`config.mk`:
```
export PLATFORM = sky130hd
export DESIGN_NAME = cam_frame_tx
export DESIGN_NICKNAME = d
export VERILOG_FILES = /design/src/rtl/cam_frame_tx.sv
export SDC_FILE = /design/constraint.sdc
export NUM_CORES = 1
export LEC_CHECK = 0
export BUFFER_PORTS_ARGS = -buffer_cell sky130_fd_sc_hd__buf_4
export CAP_MARGIN = 5
export CORE_MARGIN = 3
export CORE_UTILIZATION = 63
export CTS_CLUSTER_SIZE = 16
export DETAILED_ROUTE_END_ITERATION = 12
export GPL_TIMING_DRIVEN = 0
export PLACE_DENSITY = 0.86
export SLEW_MARGIN = 5
export SYNTH_ARGS = -nofsm -noshare
export SYNTH_HDL_FRONTEND = slang
export SYNTH_SLANG_ARGS = --single-unit
```
`constraint.sdc`:
```
create_clock -name CAM_PCLK -period 7.1 [get_ports CAM_PCLK]
set_clock_uncertainty 0.2 [all_clocks]
set_input_delay 0.355 -clock CAM_PCLK [delete_from_list [all_inputs] [get_ports CAM_PCLK]]
set_output_delay 0.355 -clock CAM_PCLK [all_outputs]
set_load 0.05 [all_outputs]
```
`src/rtl/cam_frame_tx.sv`:
```
// OV7670-style RGB565 transmitter: VSYNC/HREF framing with internally generated test patterns.
// Optional FRAME_STAMP_EN: pixel (0,0) of each frame becomes {8'hA5, frame_cnt}.
module cam_frame_tx #(
    parameter int H_ACTIVE   = 160,
    parameter int V_ACTIVE   = 120,
    parameter int H_BLANK    = 16,
    parameter int VS_CYCLES  = 32,
    parameter int VBP_CYCLES = 10,
    parameter int VFP_CYCLES = 10
) (
    input  logic        CAM_PCLK,
    input  logic        rst,
    input  logic        enable,
    input  logic        single_shot,
    input  logic [1:0]  pattern_sel,
    input  logic [15:0] solid_color,
    output logic        CAM_VSYNC,
    output logic        CAM_HREF,
    output logic [7:0]  CAM_px_data,
    output logic        frame_done,
    output logic [7:0]  frame_cnt
);

    localparam int X_W     = $clog2(H_ACTIVE);
    localparam int Y_W     = (V_ACTIVE > 1) ? $clog2(V_ACTIVE) : 1;
    localparam int BAR_LEN = H_ACTIVE / 8;
    localparam int BAR_W   = (BAR_LEN > 1) ? $clog2(BAR_LEN) : 1;
    localparam int MAX_A   = (VS_CYCLES > VBP_CYCLES) ? VS_CYCLES : VBP_CYCLES;
    localparam int MAX_B   = (H_BLANK > VFP_CYCLES) ? H_BLANK : VFP_CYCLES;
    localparam int MAX_C   = (MAX_A > MAX_B) ? MAX_A : MAX_B;
    localparam int CNT_W   = $clog2(MAX_C + 1);

    typedef enum logic [2:0] {
        S_IDLE, S_VSYNC, S_VBP, S_LINE, S_HBLANK, S_VFP
    } state_t;

    state_t             state_q, state_d;
    logic [CNT_W-1:0]   cnt_q, cnt_d;
    logic [X_W-1:0]     x_q, x_d;
    logic [Y_W-1:0]     y_q, y_d;
    logic               byte_q, byte_d;
    logic [2:0]         bar_idx_q, bar_idx_d;
    logic [BAR_W-1:0]   bar_px_q, bar_px_d;
    logic [1:0]         sel_q, sel_d;
    logic [15:0]        solid_q, solid_d;
    logic               ss_q, ss_d;
    logic               shot_done_q, shot_done_d;
    logic [7:0]         frame_cnt_q, frame_cnt_d;
    logic               vsync_q, href_q, done_q;
    logic [7:0]         px_q;
    logic               start;
    logic [15:0]        pix_d;
    logic [4:0]         gx;
    logic [5:0]         gy;
    logic [7:0]         px_d;
    logic               done_d;

    function automatic logic [15:0] bar_color(input logic [2:0] idx);
        case (idx)
            3'd0:    return 16'hFFFF;
            3'd1:    return 16'hFFE0;
            3'd2:    return 16'h07FF;
            3'd3:    return 16'h07E0;
            3'd4:    return 16'hF81F;
            3'd5:    return 16'hF800;
            3'd6:    return 16'h001F;
            default: return 16'h0000;
        endcase
    endfunction

    always_comb begin
        state_d     = state_q;
        cnt_d       = cnt_q;
        x_d         = x_q;
        y_d         = y_q;
        byte_d      = byte_q;
        bar_idx_d   = bar_idx_q;
        bar_px_d    = bar_px_q;
        sel_d       = sel_q;
        solid_d     = solid_q;
        ss_d        = ss_q;
        shot_done_d = shot_done_q;
        frame_cnt_d = frame_cnt_q;
        start       = 1'b0;

        case (state_q)
            S_IDLE: begin
                // After a single-shot frame, enable must drop before another frame can start
                if (!enable) begin
                    shot_done_d = 1'b0;
                end else if (!shot_done_q) begin
                    start = 1'b1;
                end
            end
            S_VSYNC: begin
                if (cnt_q == CNT_W'(VS_CYCLES - 1)) begin
                    state_d = S_VBP;
                    cnt_d   = '0;
                end else begin
                    cnt_d = cnt_q + 1'b1;
                end
            end
            S_VBP: begin
                if (cnt_q == CNT_W'(VBP_CYCLES - 1)) begin
                    state_d = S_LINE;
                    cnt_d   = '0;
                end else begin
                    cnt_d = cnt_q + 1'b1;
                end
            end
            S_LINE: begin
                byte_d = ~byte_q;
                if (byte_q) begin
                    if (x_q == X_W'(H_ACTIVE - 1)) begin
                        x_d       = '0;
                        bar_idx_d = '0;
                        bar_px_d  = '0;
                        cnt_d     = '0;
                        if (y_q == Y_W'(V_ACTIVE - 1)) begin
                            state_d = S_VFP;
                        end else begin
                            state_d = S_HBLANK;
                            y_d     = y_q + 1'b1;
                        end
                    end else begin
                        x_d = x_q + 1'b1;
                        if (bar_px_q == BAR_W'(BAR_LEN - 1)) begin
                            bar_px_d  = '0;
                            bar_idx_d = bar_idx_q + 1'b1;
                        end else begin
                            bar_px_d = bar_px_q + 1'b1;
                        end
                    end
                end
            end
            S_HBLANK: begin
                if (cnt_q == CNT_W'(H_BLANK - 1)) begin
                    state_d = S_LINE;
                    cnt_d   = '0;
                end else begin
                    cnt_d = cnt_q + 1'b1;
                end
            end
            S_VFP: begin
                if (cnt_q == CNT_W'(VFP_CYCLES - 1)) begin
                    frame_cnt_d = frame_cnt_q + 1'b1;
                    if (enable && !ss_q) begin
                        start = 1'b1;
                    end else begin
                        state_d     = S_IDLE;
                        shot_done_d = enable;
                    end
                end else begin
                    cnt_d = cnt_q + 1'b1;
                end
            end
            default: state_d = S_IDLE;
        endcase

        if (start) begin
            state_d   = S_VSYNC;
            cnt_d     = '0;
            x_d       = '0;
            y_d       = '0;
            byte_d    = 1'b0;
            bar_idx_d = '0;
            bar_px_d  = '0;
            sel_d     = pattern_sel;
            solid_d   = solid_color;
            ss_d      = single_shot;
        end
    end

    // Pixel is evaluated on next-state coordinates so every output leaves a flop
    always_comb begin
        gx = 5'(x_d);
        gy = 6'(y_d);
        case (sel_q)
            2'd0:    pix_d = bar_color(bar_idx_d);
            2'd1:    pix_d = {gx, gy, gx};
            2'd2:    pix_d = (gx[3] ^ gy[3]) ? 16'hFFFF : 16'h0000;
            default: pix_d = solid_q;
        endcase
`ifdef FRAME_STAMP_EN
        if (x_d == '0 && y_d == '0) begin
            pix_d = {8'hA5, frame_cnt_q};
        end
`endif
        px_d   = (state_d == S_LINE) ? (byte_d ? pix_d[7:0] : pix_d[15:8]) : 8'h00;
        done_d = (state_d == S_VFP) && (cnt_d == CNT_W'(VFP_CYCLES - 1));
    end

    always_ff @(posedge CAM_PCLK) begin
        if (rst) begin
            state_q     <= S_IDLE;
            cnt_q       <= '0;
            x_q         <= '0;
            y_q         <= '0;
            byte_q      <= 1'b0;
            bar_idx_q   <= '0;
            bar_px_q    <= '0;
            sel_q       <= '0;
            solid_q     <= '0;
            ss_q        <= 1'b0;
            shot_done_q <= 1'b0;
            frame_cnt_q <= '0;
            vsync_q     <= 1'b0;
            href_q      <= 1'b0;
            px_q        <= '0;
            done_q      <= 1'b0;
        end else begin
            state_q     <= state_d;
            cnt_q       <= cnt_d;
            x_q         <= x_d;
            y_q         <= y_d;
            byte_q      <= byte_d;
            bar_idx_q   <= bar_idx_d;
            bar_px_q    <= bar_px_d;
            sel_q       <= sel_d;
            solid_q     <= solid_d;
            ss_q        <= ss_d;
            shot_done_q <= shot_done_d;
            frame_cnt_q <= frame_cnt_d;
            vsync_q     <= (state_d == S_VSYNC);
            href_q      <= (state_d == S_LINE);
            px_q        <= px_d;
            done_q      <= done_d;
        end
    end

    assign CAM_VSYNC   = vsync_q;
    assign CAM_HREF    = href_q;
    assign CAM_px_data = px_q;
    assign frame_done  = done_q;
    assign frame_cnt   = frame_cnt_q;

endmodule

```
==> summary.txt <==
Detailed routing
  • Met3 WL: a little under 600 um
  • ANT nets after route: 0
  • Wire per inst: about 16 um
  • Highest routed layer: met4
  • Met2 WL: roughly 4500 um
  • Iter 0 DRT Violations: between 300 and 400
  • DR DRC count: 0
  • Pre-Repair DR Iteration Count: 5
  • M1 WL: roughly 4300 um
  • Via density: roughly 6.1
  • WL final: 9630 um
  • DR vias: roughly 3700

Synth
  • Mapped Area: between 3000 and 4000 um2
  • Synth warnings: 0
  • Synth cell types: 68
  • Cells after Synth: 477
  • Synth top area share: about 38%
  • Syn Nets: a little over 500
  • Synth Flop Type: dfxtp_1
  • Mean Syn Cell Area: between 8 and 9 um2
  • Top cells by area, synth: dfxtp_1 (38%), nand2_1 (6.3%), a21oi_1 (5.1%), nor2_1 (4.9%), o21ai_0 (3.8%)
  • Register area share after synthesis: 37.6%
  • Synthesized flop and latch total: 72
  • Post-synth EDFFs: 0
  • Synth area leader: dfxtp_1
  • FFs w/ async S/R, synth: 0%

STA
  • Worst-Margin Slew: 0.641 ns
  • FMAX: between 0.3 and 0.4 GHz
  • Slew headroom: 56.8%
  • Final setup vio count: 0
  • Final Hold Fails: 0
  • RSZ-0062 raised after global routing: false
  • Max Slew Vio Count: 0
  • Post-layout minimum cycle time: just under 3 ns
  • Setup total negative slack: 0 ns
  • Final Cycle Share: roughly two fifths

Clock tree
  • Bufs on Longest Clock Path: 2
  • H-tree depth: 3
  • Post-CTS setup buffers: 0
  • Clk_lat worst skew: around 0.35 ns
  • CTS root buffer: clkbuf_8
  • Num CTS Buffers: 9
  • Clock-pin slew on the worst setup and hold paths: roughly 0.080 ns
  • TritonCTS clock tree: done
  • PostCTS Resize Cnt: 0
  • CTS sink cnt: 72
  • CTS Hold Buffers Added: 0

Floorplanning
  • Rows: 27
  • Initial Util: between 60% and 70%
  • Chip Width: 84.0 um
  • Ports: slightly above 40
  • Total die area: about 7100 um2
  • Die height: 84.0 um
  • Core Region: ~5700 um2

GRT
  • Vias in the first global route: 3423
  • Largest net degree at the start of global routing: 14
  • GRT Util Overall: 28.2%
  • Total grt overflow: 0
  • Initial antenna violation count: 0
  • Global-route wire length before repair: roughly 16000 um

Critical path
  • Kind of end point of the critical path: flop
  • CP Launch Type: flop
  • Critical path class: reg -> reg
  • Worst-path fanout max: 9
  • WP data required: between 7 and 8 ns
  • Worst EP arrival: ~2.9 ns

Status
  • Status: finished clean

Placement
  • Placed Cells: between 500 and 600
  • Routability cong.: ~0.92
  • HPWL Detailed: roughly 7100 um
  • Port buffer count: 39

Power and ir drop
  • Combinational share of power: roughly 9.1%
  • PwrDens: 185 nW/um2
  • Part of the power in the clock network: around two fifths
  • Sequential power share: between 50% and 60%
  • Leak: 0.00173 uW
  • Sw frac: about a quarter
  • Int Pwr: 603 uW
  • Max IR drop VDD: about 160 uV
  • Sw power: between 200 and 250 uW

Final layout
  • P&R area growth vs syn: 15.1%
  • Non-Filler Instances: 604
  • Final layout net count: 558
  • Share of cells above drive strength 1: between 10% and 20%
  • Fillers: about 430
  • ANT cells: 0

Job
  • Max-cap violation count: 0

Min path
  • Worst hold path type: in -> reg
==> cell type report <==
cell class	instances	area [um2]	share of cell area, %
Multi-Input combinational cell	370	2240	50.8
Tap cell	72	90.1	2.04
Clock buffer	9	124	2.81
Inverter	10	37.5	0.851
Buffer	25	115	2.61
Sequential cell	72	1440	32.7
Clock inverter	7	71.3	1.62
Timing Repair Buffer	39	293	6.63
==> cells in the final DEF (no fill, tap or decap), types with 4 or more instances in the layout <==
cell	instances
dfxtp_1	72
xor2_1	12
clkbuf_8	9
nand2_1	64
or3_1	6
nand2b_1	5
nand4_1	7
nor4_1	4
nor2_1	50
nor3_1	19
ha_1	9
nand3_1	13
nor2b_1	11
o22ai_1	7
a211oi_1	4
buf_2	8
xnor2_1	8
buf_4	40
clkbuf_1	14
a21oi_1	39
a31oi_1	8
and3_1	7
o21ai_0	29
and2_1	6
inv_1	9
==> power groups by stage <==
stage               clock [uW]  combinational, uW  sequential, uW
floorplan                    0               48.1             427
global placement             0               71.6             427
detailed placement           0               72.7             427
CTS                        329               73.3             417
global route               346               82.3             418
finish                     325               73.9             418
==> worst max-delay path, stage by stage, from the launching register on <==
cell     delay (ns)
dfxtp_1        0.39
ha_1           0.25
nand4_1        0.24
nor4_4         0.36
mux2i_2        0.39
xnor2_2        0.14
nor2b_1        0.15
buf_4          0.16
nor4_1         0.33
o22ai_1        0.15
==> synth_stat cells, types with 3 or more instances <==
| cell | number |
|---|---|
| nand2_1 | 64 |
| or3_1 | 6 |
| xnor2_1 | 8 |
| nor4_1 | 4 |
| inv_1 | 9 |
| nor2b_1 | 11 |
| o22ai_1 | 7 |
| nand4_1 | 7 |
| nor2_1 | 50 |
| o21ai_0 | 29 |
| ha_1 | 9 |
| or2_2 | 3 |
| and3_1 | 7 |
| nand2b_1 | 5 |
| nand3_1 | 13 |
| a31oi_1 | 8 |
| buf_2 | 8 |
| and4b_1 | 3 |
| nor3b_1 | 3 |
| and2_1 | 6 |
| clkbuf_1 | 14 |
| nor3_1 | 19 |
| dfxtp_1 | 72 |
| a211oi_1 | 4 |
| mux2i_1 | 3 |
| nand3b_1 | 3 |
| a21oi_1 | 39 |
| xor2_1 | 12 |
| o31ai_1 | 3 |
==> kinds of logic after synthesis <==
| kind of cell | share of synthesized area, % |
|---|---|
| AND/OR/NAND/NOR | 30.5 |
| AO/OA/AOI/OAI | 18.9 |
| flip-flops | 37.6 |
| buffers and inverters | 3.98 |
| XOR/XNOR | 4.99 |
| adder cells (fa/ha/maj) | 2.94 |
| multiplexers | 1.14 |
==> path summary, 6_finish.rpt <==
path / start / to / slack [ns] / depth (start not counted)
worst max-delay path: x_q[0] / CAM_px_data[2] / 4.20 / 9
worst min-delay path: solid_color[6] / solid_q[6] / 0.05 / 3
worst max register to register: x_q[0] / CAM_px_data[2] / 4.20 / 9
worst min register to register: solid_q[10] / solid_q[10] / 0.25 / 2
==> state kept, by name, summed over array words and instances (netlist names) <==
| register | count |
|---|---|
| CAM_HREF | 1 |
| CAM_VSYNC | 1 |
| CAM_px_data | 8 |
| bar_idx_q | 3 |
| bar_px_q | 5 |
| byte_q | 1 |
| cnt_q | 6 |
| frame_cnt | 8 |
| frame_done | 1 |
| sel_q | 2 |
| shot_done_q | 1 |
| solid_q | 16 |
| ss_q | 1 |
| state_q | 3 |
| x_q | 8 |
| y_q | 7 |
==> layer usage <==
layer  vias to the layer above  GRT usage [%]
li1                       1803              -
met1                      1714           37.1
met2                       147           45.7
met3                        24           4.64
met4                         0           11.8
met5                         -              0
==> per-stage QoR <==
| step | util, % | setup slack [ns] | area (um2) | total power, uW | hold slack (ns) |
|---|---|---|---|---|---|
| floorplan | - | 4.59 | 3830 | 475 | 0.229 |
| detailed placement | 73.9 | 4.28 | 4220 | 500 | 0.241 |
| global placement | 73.9 | 4.30 | 4220 | 498 | 0.236 |
| global route | 77.3 | 3.97 | 4410 | 846 | 0.0445 |
| CTS | 77.3 | 4.22 | 4410 | 820 | 0.0444 |
| finish | 77.3 | 4.20 | 4410 | 816 | 0.0527 |
No activity file was read; power rests on OpenSTA's default activity.
